### config.mk
export PLATFORM = sky130hd
export DESIGN_NAME = acq_stream_unpacker
export DESIGN_NICKNAME = d
export VERILOG_FILES = /design/src/rtl/acq_stream_unpacker_pkg.sv /design/src/rtl/acq_word_fifo.sv /design/src/rtl/acq_stream_unpacker.sv
export SDC_FILE = /design/constraint.sdc
export NUM_CORES = 2
export LEC_CHECK = 0
export CORE_MARGIN = 5
export CORE_UTILIZATION = 40
export DETAILED_ROUTE_END_ITERATION = 10
export PLACE_DENSITY = 0.59
export REMOVE_ABC_BUFFERS = 1
export SYNTH_ARGS = -nofsm -noshare
export SYNTH_HDL_FRONTEND = slang
export SYNTH_HIERARCHICAL = 1
export SYNTH_SLANG_ARGS = --single-unit
### constraint.sdc
create_clock -name adc_clk -period 29.4 [get_ports adc_clk]
set_input_delay 5.88 -clock adc_clk [delete_from_list [all_inputs] [get_ports adc_clk]]
set_output_delay 5.88 -clock adc_clk [all_outputs]
set_load 0.005 [all_outputs]
### src/rtl/acq_stream_unpacker_pkg.sv
// Shared definitions for the acquisition stream unpacker: word tags, parser
// state encoding, header field positions and the sample-pair packing helper.
package acq_stream_unpacker_pkg;

    localparam logic [3:0] TAG_FILL_HDR = 4'h1;
    localparam logic [3:0] TAG_WFM_HDR  = 4'h2;
    localparam logic [3:0] TAG_DATA     = 4'h4;
    localparam logic [3:0] TAG_TRAILER  = 4'h8;

    localparam int PAYLOAD_W      = 128;
    localparam int WORD_W         = 132;
    localparam int SB_W           = 130;   // payload + sof + eof sideband
    localparam int PAIR_W         = 26;
    localparam int FILL_NUM_W     = 24;
    localparam int NUM_BURSTS_LSB = 0;
    localparam int NUM_BURSTS_W   = 14;
    localparam int WFM_NUM_LSB    = 14;
    localparam int WFM_NUM_W      = 23;

    // Error flag bit positions inside err_flags.
    localparam int ERR_TAG  = 0;
    localparam int ERR_LEN  = 1;
    localparam int ERR_CSUM = 2;
    localparam int ERR_OVFL = 3;

    typedef enum logic [1:0] {
        ST_IDLE = 2'd0,
        ST_FILL = 2'd1,
        ST_WFM  = 2'd2,
        ST_DONE = 2'd3
    } state_t;

    // Lane idx of a 128b data word -> {smp1, ovr1, smp0, ovr0}.
    // Each 16-bit slot holds a 12-bit sample at [11:0] and its overrange flag at [12].
    function automatic logic [PAIR_W-1:0] pack_pair(input logic [PAYLOAD_W-1:0] word,
                                                    input logic [1:0]           idx);
        logic [6:0] base;
        base = {idx, 5'd0};
        return {word[base + 7'd16 +: 12], word[base + 7'd28],
                word[base +: 12],         word[base + 7'd12]};
    endfunction

endpackage

### src/rtl/acq_word_fifo.sv
// Synchronous data-word FIFO with a registered read port. The head word is
// re-registered every cycle so the serialiser sees it one cycle after the
// FIFO becomes non-empty; a pop advances the register to the following word.
module acq_word_fifo
    import acq_stream_unpacker_pkg::*;
#(
    parameter int AW = 4,
    parameter int W  = SB_W
)(
    input  logic         clk,
    input  logic         rst_n,
    input  logic         push,
    input  logic [W-1:0] push_word,
    input  logic         pop,
    output logic [W-1:0] rd_word,
    output logic         rd_valid,
    output logic         drop
);

    localparam logic [AW:0] DEPTH = {1'b1, {AW{1'b0}}};

    logic [W-1:0]  mem_r [0:(1<<AW)-1];
    logic [AW-1:0] wr_ptr_r;
    logic [AW-1:0] rd_ptr_r;
    logic [AW-1:0] rd_ptr_inc_s;
    logic [AW:0]   count_r;
    logic [AW:0]   count_after_pop_s;
    logic          accept_s;
    logic [W-1:0]  rd_word_r;
    logic          rd_valid_r;

    // Push acceptance: a pop in the same cycle frees a slot even when full.
    always_comb begin
        accept_s          = push && ((count_r != DEPTH) || pop);
        drop              = push && !accept_s;
        rd_ptr_inc_s      = rd_ptr_r + AW'(1);
        count_after_pop_s = count_r - {{AW{1'b0}}, pop};
    end

    // Storage array write; contents need no reset since count gates visibility.
    always_ff @(posedge clk) begin
        if (accept_s) begin
            mem_r[wr_ptr_r] <= push_word;
        end
    end

    // Pointers, occupancy and the registered head word.
    always_ff @(posedge clk) begin
        if (!rst_n) begin
            wr_ptr_r   <= '0;
            rd_ptr_r   <= '0;
            count_r    <= '0;
            rd_word_r  <= '0;
            rd_valid_r <= 1'b0;
        end else begin
            if (accept_s) begin
                wr_ptr_r <= wr_ptr_r + AW'(1);
            end
            if (pop) begin
                rd_ptr_r <= rd_ptr_inc_s;
            end
            count_r    <= count_after_pop_s + {{AW{1'b0}}, accept_s};
            // Only entries written in earlier cycles are ever shown valid.
            rd_word_r  <= pop ? mem_r[rd_ptr_inc_s] : mem_r[rd_ptr_r];
            rd_valid_r <= (count_after_pop_s != '0);
        end
    end

    assign rd_word  = rd_word_r;
    assign rd_valid = rd_valid_r;

endmodule

### src/rtl/acq_stream_unpacker.sv
// Receive-side decoder for the 132-bit tagged acquisition stream. Parses fill,
// waveform, data and trailer words, checks framing/length/checksum and
// re-serialises data words into 26-bit packed sample pairs.
module acq_stream_unpacker
    import acq_stream_unpacker_pkg::*;
#(
    parameter int FIFO_AW = 4,
    parameter int CSUM_W  = 128
)(
    input  logic                  adc_clk,
    input  logic                  reset_clk_adc_n,
    input  logic [WORD_W-1:0]     in_dat,
    input  logic                  in_valid,
    output logic [PAIR_W-1:0]     out_dat,
    output logic                  out_valid,
    output logic                  out_sof,
    output logic                  out_eof,
    input  logic                  out_ready,
    output logic [FILL_NUM_W-1:0] fill_num,
    output logic [WFM_NUM_W-1:0]  wfm_num,
    output logic                  fill_done,
    output logic                  csum_ok,
    output logic [3:0]            err_flags
);

    state_t                  state_r;
    state_t                  state_nxt_s;

    logic [3:0]              tag_s;
    logic [PAYLOAD_W-1:0]    payload_s;
    logic [NUM_BURSTS_W-1:0] nb_s;

    logic                    start_fill_s;
    logic                    load_wfm_s;
    logic                    data_s;
    logic                    take_trl_s;
    logic                    tag_err_s;
    logic                    len_err_s;
    logic                    done_s;
    logic                    csum_match_s;

    logic [FILL_NUM_W-1:0]   fill_num_r;
    logic [WFM_NUM_W-1:0]    wfm_num_r;
    logic                    fill_done_r;
    logic                    csum_ok_r;
    logic [3:0]              err_flags_r;
    logic [CSUM_W-1:0]       csum_r;
    logic [CSUM_W-1:0]       trailer_r;
    logic [NUM_BURSTS_W-1:0] burst_cnt_r;
    logic                    first_r;

    logic [SB_W-1:0]         fifo_rd_word_s;
    logic                    fifo_rd_valid_s;
    logic                    fifo_drop_s;
    logic                    pop_s;
    logic                    consume_s;
    logic [1:0]              pair_idx_r;

    assign tag_s     = in_dat[WORD_W-1:PAYLOAD_W];
    assign payload_s = in_dat[PAYLOAD_W-1:0];
    assign nb_s      = payload_s[NUM_BURSTS_LSB +: NUM_BURSTS_W];

    // Parser state register.
    always_ff @(posedge adc_clk) begin
        if (!reset_clk_adc_n) begin
            state_r <= ST_IDLE;
        end else begin
            state_r <= state_nxt_s;
        end
    end

    // Parser next state; DONE always lasts exactly one cycle.
    always_comb begin
        state_nxt_s = state_r;
        if (in_valid) begin
            case (state_r)
                ST_IDLE, ST_DONE: begin
                    state_nxt_s = (tag_s == TAG_FILL_HDR) ? ST_FILL : ST_IDLE;
                end
                ST_FILL: begin
                    case (tag_s)
                        TAG_WFM_HDR: state_nxt_s = (nb_s == 14'd0) ? ST_FILL : ST_WFM;
                        TAG_TRAILER: state_nxt_s = ST_DONE;
                        default:     state_nxt_s = ST_FILL;
                    endcase
                end
                ST_WFM: begin
                    case (tag_s)
                        TAG_DATA:     state_nxt_s = (burst_cnt_r == 14'd1) ? ST_FILL : ST_WFM;
                        TAG_WFM_HDR:  state_nxt_s = (nb_s == 14'd0) ? ST_FILL : ST_WFM;
                        TAG_TRAILER:  state_nxt_s = ST_DONE;
                        TAG_FILL_HDR: state_nxt_s = ST_FILL;
                        default:      state_nxt_s = ST_WFM;
                    endcase
                end
                default: state_nxt_s = ST_IDLE;
            endcase
        end else if (state_r == ST_DONE) begin
            state_nxt_s = ST_IDLE;
        end else begin
            state_nxt_s = state_r;
        end
    end

    // Parser output strobes driving the datapath registers.
    always_comb begin
        start_fill_s = 1'b0;
        load_wfm_s   = 1'b0;
        data_s       = 1'b0;
        take_trl_s   = 1'b0;
        tag_err_s    = 1'b0;
        len_err_s    = 1'b0;
        if (in_valid) begin
            case (state_r)
                ST_IDLE, ST_DONE: begin
                    if (tag_s == TAG_FILL_HDR) begin
                        start_fill_s = 1'b1;
                    end else begin
                        tag_err_s = 1'b1;
                    end
                end
                ST_FILL: begin
                    case (tag_s)
                        TAG_WFM_HDR: begin
                            load_wfm_s = 1'b1;
                            len_err_s  = (nb_s == 14'd0);
                        end
                        TAG_TRAILER: take_trl_s = 1'b1;
                        default:     tag_err_s  = 1'b1;
                    endcase
                end
                ST_WFM: begin
                    case (tag_s)
                        TAG_DATA: data_s = 1'b1;
                        TAG_WFM_HDR: begin
                            load_wfm_s = 1'b1;
                            len_err_s  = 1'b1;
                        end
                        TAG_TRAILER: begin
                            take_trl_s = 1'b1;
                            len_err_s  = 1'b1;
                        end
                        TAG_FILL_HDR: begin
                            start_fill_s = 1'b1;
                            tag_err_s    = 1'b1;
                        end
                        default: tag_err_s = 1'b1;
                    endcase
                end
                default: tag_err_s = 1'b0;
            endcase
        end else begin
            tag_err_s = 1'b0;
        end
    end

    assign done_s       = (state_r == ST_DONE);
    assign csum_match_s = (csum_r == trailer_r);

    // Fill/waveform bookkeeping, running checksum and sticky status.
    always_ff @(posedge adc_clk) begin
        if (!reset_clk_adc_n) begin
            fill_num_r  <= '0;
            wfm_num_r   <= '0;
            fill_done_r <= 1'b0;
            csum_ok_r   <= 1'b0;
            err_flags_r <= 4'b0000;
            csum_r      <= '0;
            trailer_r   <= '0;
            burst_cnt_r <= '0;
            first_r     <= 1'b0;
        end else begin
            fill_done_r <= done_s;
            if (start_fill_s) begin
                // A new fill header wipes status; a tag error on it is re-flagged.
                fill_num_r  <= payload_s[FILL_NUM_W-1:0];
                csum_r      <= payload_s[CSUM_W-1:0];
                csum_ok_r   <= 1'b0;
                err_flags_r <= {3'b000, tag_err_s};
            end else begin
                if (load_wfm_s || data_s) begin
                    csum_r <= csum_r ^ payload_s[CSUM_W-1:0];
                end
                if (done_s) begin
                    csum_ok_r <= csum_match_s;
                end
                err_flags_r[ERR_TAG]  <= err_flags_r[ERR_TAG]  | tag_err_s;
                err_flags_r[ERR_LEN]  <= err_flags_r[ERR_LEN]  | len_err_s;
                err_flags_r[ERR_CSUM] <= err_flags_r[ERR_CSUM] | (done_s && !csum_match_s);
                err_flags_r[ERR_OVFL] <= err_flags_r[ERR_OVFL] | fifo_drop_s;
            end
            if (load_wfm_s) begin
                wfm_num_r   <= payload_s[WFM_NUM_LSB +: WFM_NUM_W];
                burst_cnt_r <= nb_s;
                first_r     <= 1'b1;
            end else if (data_s) begin
                // Dropped words still count against the burst length.
                burst_cnt_r <= burst_cnt_r - 14'd1;
                first_r     <= 1'b0;
            end else begin
                burst_cnt_r <= burst_cnt_r;
            end
            if (take_trl_s) begin
                trailer_r <= payload_s[CSUM_W-1:0];
            end
        end
    end

    // A word is released only after its fourth pair has been accepted.
    assign consume_s = fifo_rd_valid_s && out_ready;
    assign pop_s     = consume_s && (pair_idx_r == 2'd3);

    acq_word_fifo #(
        .AW (FIFO_AW),
        .W  (SB_W)
    ) u_fifo (
        .clk       (adc_clk),
        .rst_n     (reset_clk_adc_n),
        .push      (data_s),
        .push_word ({(burst_cnt_r == 14'd1), first_r, payload_s}),
        .pop       (pop_s),
        .rd_word   (fifo_rd_word_s),
        .rd_valid  (fifo_rd_valid_s),
        .drop      (fifo_drop_s)
    );

    // Pair index within the head word; holds while downstream stalls.
    always_ff @(posedge adc_clk) begin
        if (!reset_clk_adc_n) begin
            pair_idx_r <= 2'd0;
        end else if (consume_s) begin
            pair_idx_r <= pair_idx_r + 2'd1;
        end else begin
            pair_idx_r <= pair_idx_r;
        end
    end

    assign out_dat   = pack_pair(fifo_rd_word_s[PAYLOAD_W-1:0], pair_idx_r);
    assign out_valid = fifo_rd_valid_s;
    assign out_sof   = fifo_rd_valid_s && fifo_rd_word_s[PAYLOAD_W]     && (pair_idx_r == 2'd0);
    assign out_eof   = fifo_rd_valid_s && fifo_rd_word_s[PAYLOAD_W + 1] && (pair_idx_r == 2'd3);

    assign fill_num  = fill_num_r;
    assign wfm_num   = wfm_num_r;
    assign fill_done = fill_done_r;
    assign csum_ok   = csum_ok_r;
    assign err_flags = err_flags_r;

endmodule

==> parameters.txt <==
Parameter                              Value

Outcome
  Run status ... completed

Global routing
  Number of global-route vias before repair ... 58300
  Global-route wire length before repair ... 423000 µm
  Tot GR Track Use ... 23.2%
  Grt ovf ... 0
  Antenna violations before repair ... 23
  Largest net degree at the start of global routing ... 108

Detailed routing
  Met2 Wirelength ... 142000 µm
  Vias per cell ... 6.22
  Routed wire length ... 296000 µm
  Antenna violation net count after detailed routing ... 0
  Final routed DRC violation total ... 0
  Metal3 WL ... 24500 µm
  Via count ... 57500
  Wire length on met1 ... 119000 µm
  Detailed router's first-iteration violation count ... 5962
  Highest Signal Layer ... met5
  Detailed Routing Iterations Pass 1 ... 6
  Post-detailed-route wirelength per cell ... 32.0 µm

Floorplan
  I/O pin cnt ... 218
  Effective utilization at floorplan ... 40.2%
  Width of the die ... 501 µm
  Floorplan die area ... 251000 µm²
  Area of the core ... 241000 µm²
  Die extent in y ... 501 µm
  Cell row count ... 180

Critical path
  Maximum net fanout on the critical path ... 51
  Highest cell delay on the worst timing path ... 0.87 ns
  Endpoint type of the worst setup path ... register
  Critical Path AT ... 10.86 ns
  Worst Setup Start Kind ... input port
  Critical-path top delay cell ... sky130_fd_sc_hd__buf_4
  Worst path cell trace ... clkdlybuf4s50_1, nor4b_4, nand3_1, inv_1, buf_4, o21a_1, nand2_1, nor2_4, buf_4, buf_4
  Most frequent cell on the critical path ... sky130_fd_sc_hd__buf_4
  WP data required ... 29.88 ns
  Crit Path Class ... input port to register

Clock tree
  Clk sink count ... 2148
  Root Buffer ... sky130_fd_sc_hd__clkbuf_16
  Max Buffers Root-to-Sink ... 3
  CTS tree ... yes
  Clock buffer count from CTS ... 224
  CTS hold repair buffers ... 0
  Resized Gates After CTS ... 0
  H-tree lvl count ... 4
  Post-CTS Repair Setup Buffers ... 0
  Skew-Pair Late Insertion Delay ... 0.89 ns
  Clock transition at the registers of the reported paths ... 0.06 ns

Finish
  Highest-count cells in the layout ignoring fill and taps ... 1696 x sky130_fd_sc_hd__edfxtp_1, 874 x sky130_fd_sc_hd__mux4_2, 501 x sky130_fd_sc_hd__nand2_1
  Number of nets in the layout ... 6000
  Layout overhead on the synthesized area ... 13.0%
  Commonest non-fill, non-tap cell in the layout ... sky130_fd_sc_hd__edfxtp_1
  Final-layout fill cell count ... 20600
  Multi-input combinational cell area ... 34300 µm²
  Combined flip-flop and latch cell area ... 60000 µm²
  Fraction of final layout cells sized beyond drive strength 1 ... 25.6%
  Util after Layout ... 45.4%

Logic synthesis
  Warnings, synthesis ... 6
  Netlist area before placement ... 96600 µm²
  Cell count after synthesis ... 5798
  Post-synthesis average cell area ... 16.7 µm²

STA
  Portion of the clock cycle consumed by the worst path in the final layout ... 35.3%
  Final number of max-transition violations ... 0
  Total Neg Setup Slack ... 0 ns
  Final count of hold timing violations ... 0
  Maximum clock frequency ... 0.0963 GHz
  Final critical path time including I/O delays and setup ... 10.38 ns
  Worst-margin pin slew ... 1.16 ns
  Maximum clock skew at final layout ... 0.0604 ns
  Worst Hold Margin ... 0.453 ns
  Final setup vio count ... 0
  Worst max-slew margin expressed relative to the limit ... 22.4%
  Setup repair after global routing missed its margin ... no

Placed design
  Port Buffers ... 217
  Routability Congestion ... 0.795
  Sum of net half-perimeters after detailed placement ... 170000 µm

Hold path
  HP Class ... register to register

Power
  Power density over cell area ... 57.5 nW/µm²
  Peak supply drop ... 0.0581 mV
  Leak Pwr ... 32.2 nW

Run
  Number of violations of the max-capacitance limit ... 0
-- report_power, final --
part / switching [mW] / internal, mW / total (mW)
Sequential: 0.00516 / 3.28 / 3.28
Clock: 1.22 / 1.65 / 2.86
Combinational: 0.0942 / 0.0320 / 0.126
Total: 1.32 / 4.96 / 6.27
-- sequential cells by signal, indices dropped and copies added, names as in the netlist, 5 cells and up, named ones only --
register and flops:
u_fifo/count_r 5, csum_r 128, trailer_r 128, burst_cnt_r 14, wfm_num 23, u_fifo/mem_r 1696
fill_num 24, u_fifo/rd_word 106
-- worst max-delay path, delay by kind of cell --
| family | cells | cell delay, ns |
|---|---|---|
| AO/OA/AOI/OAI | 1 | 0.35 |
| buffers and inverters | 5 | 2.63 |
| AND/OR/NAND/NOR | 4 | 1.73 |
-- through the flow --
step | std cells | power, mW | setup slack [ns] | cell area [µm²]
after floorplan | 5272 | 3.37 | 2.48 | 94100
after global placement | 8807 | 3.47 | 18.34 | 102000
after detailed placement | 8807 | 3.48 | 18.24 | 102000
after CTS | 9237 | 6.33 | 19.16 | 109000
after global routing | 9240 | 6.47 | 18.91 | 109000
final | 9244 | 6.27 | 19.02 | 109000
-- final timing paths --
check / from / to / slack (ns) / cells after the start
setup / recovery: in_dat[131] / u_fifo/mem_r[9][12] / 19.02 / 10
hold / removal: wfm_num[2] / wfm_num[2] / 0.45 / 2
setup reg to reg: pair_idx_r[1] / u_fifo/mem_r[9][12] / 24.32 / 8
hold reg to reg: wfm_num[2] / wfm_num[2] / 0.45 / 2
-- final cells by class --
cell class / count / area share (%)
inverters: 23 / 0.0859
flip-flops and latches: 2148 / 55.0
well taps: 3185 / 3.65
clock inverters: 104 / 1.06
diodes: 7 / 0.0160
repair buffers: 350 / 3.05
multi-input cells: 3101 / 31.4
clock buffers: 326 / 5.81
-- metal layers --
layer | track usage [%] | up-vias
met5 | 0 | -
met4 | 7.97 | 8
met3 | 4.08 | 486
met2 | 37.9 | 2765
met1 | 31.6 | 30600
li1 | - | 23600
Note: power is estimated with default switching activity, not from simulation.
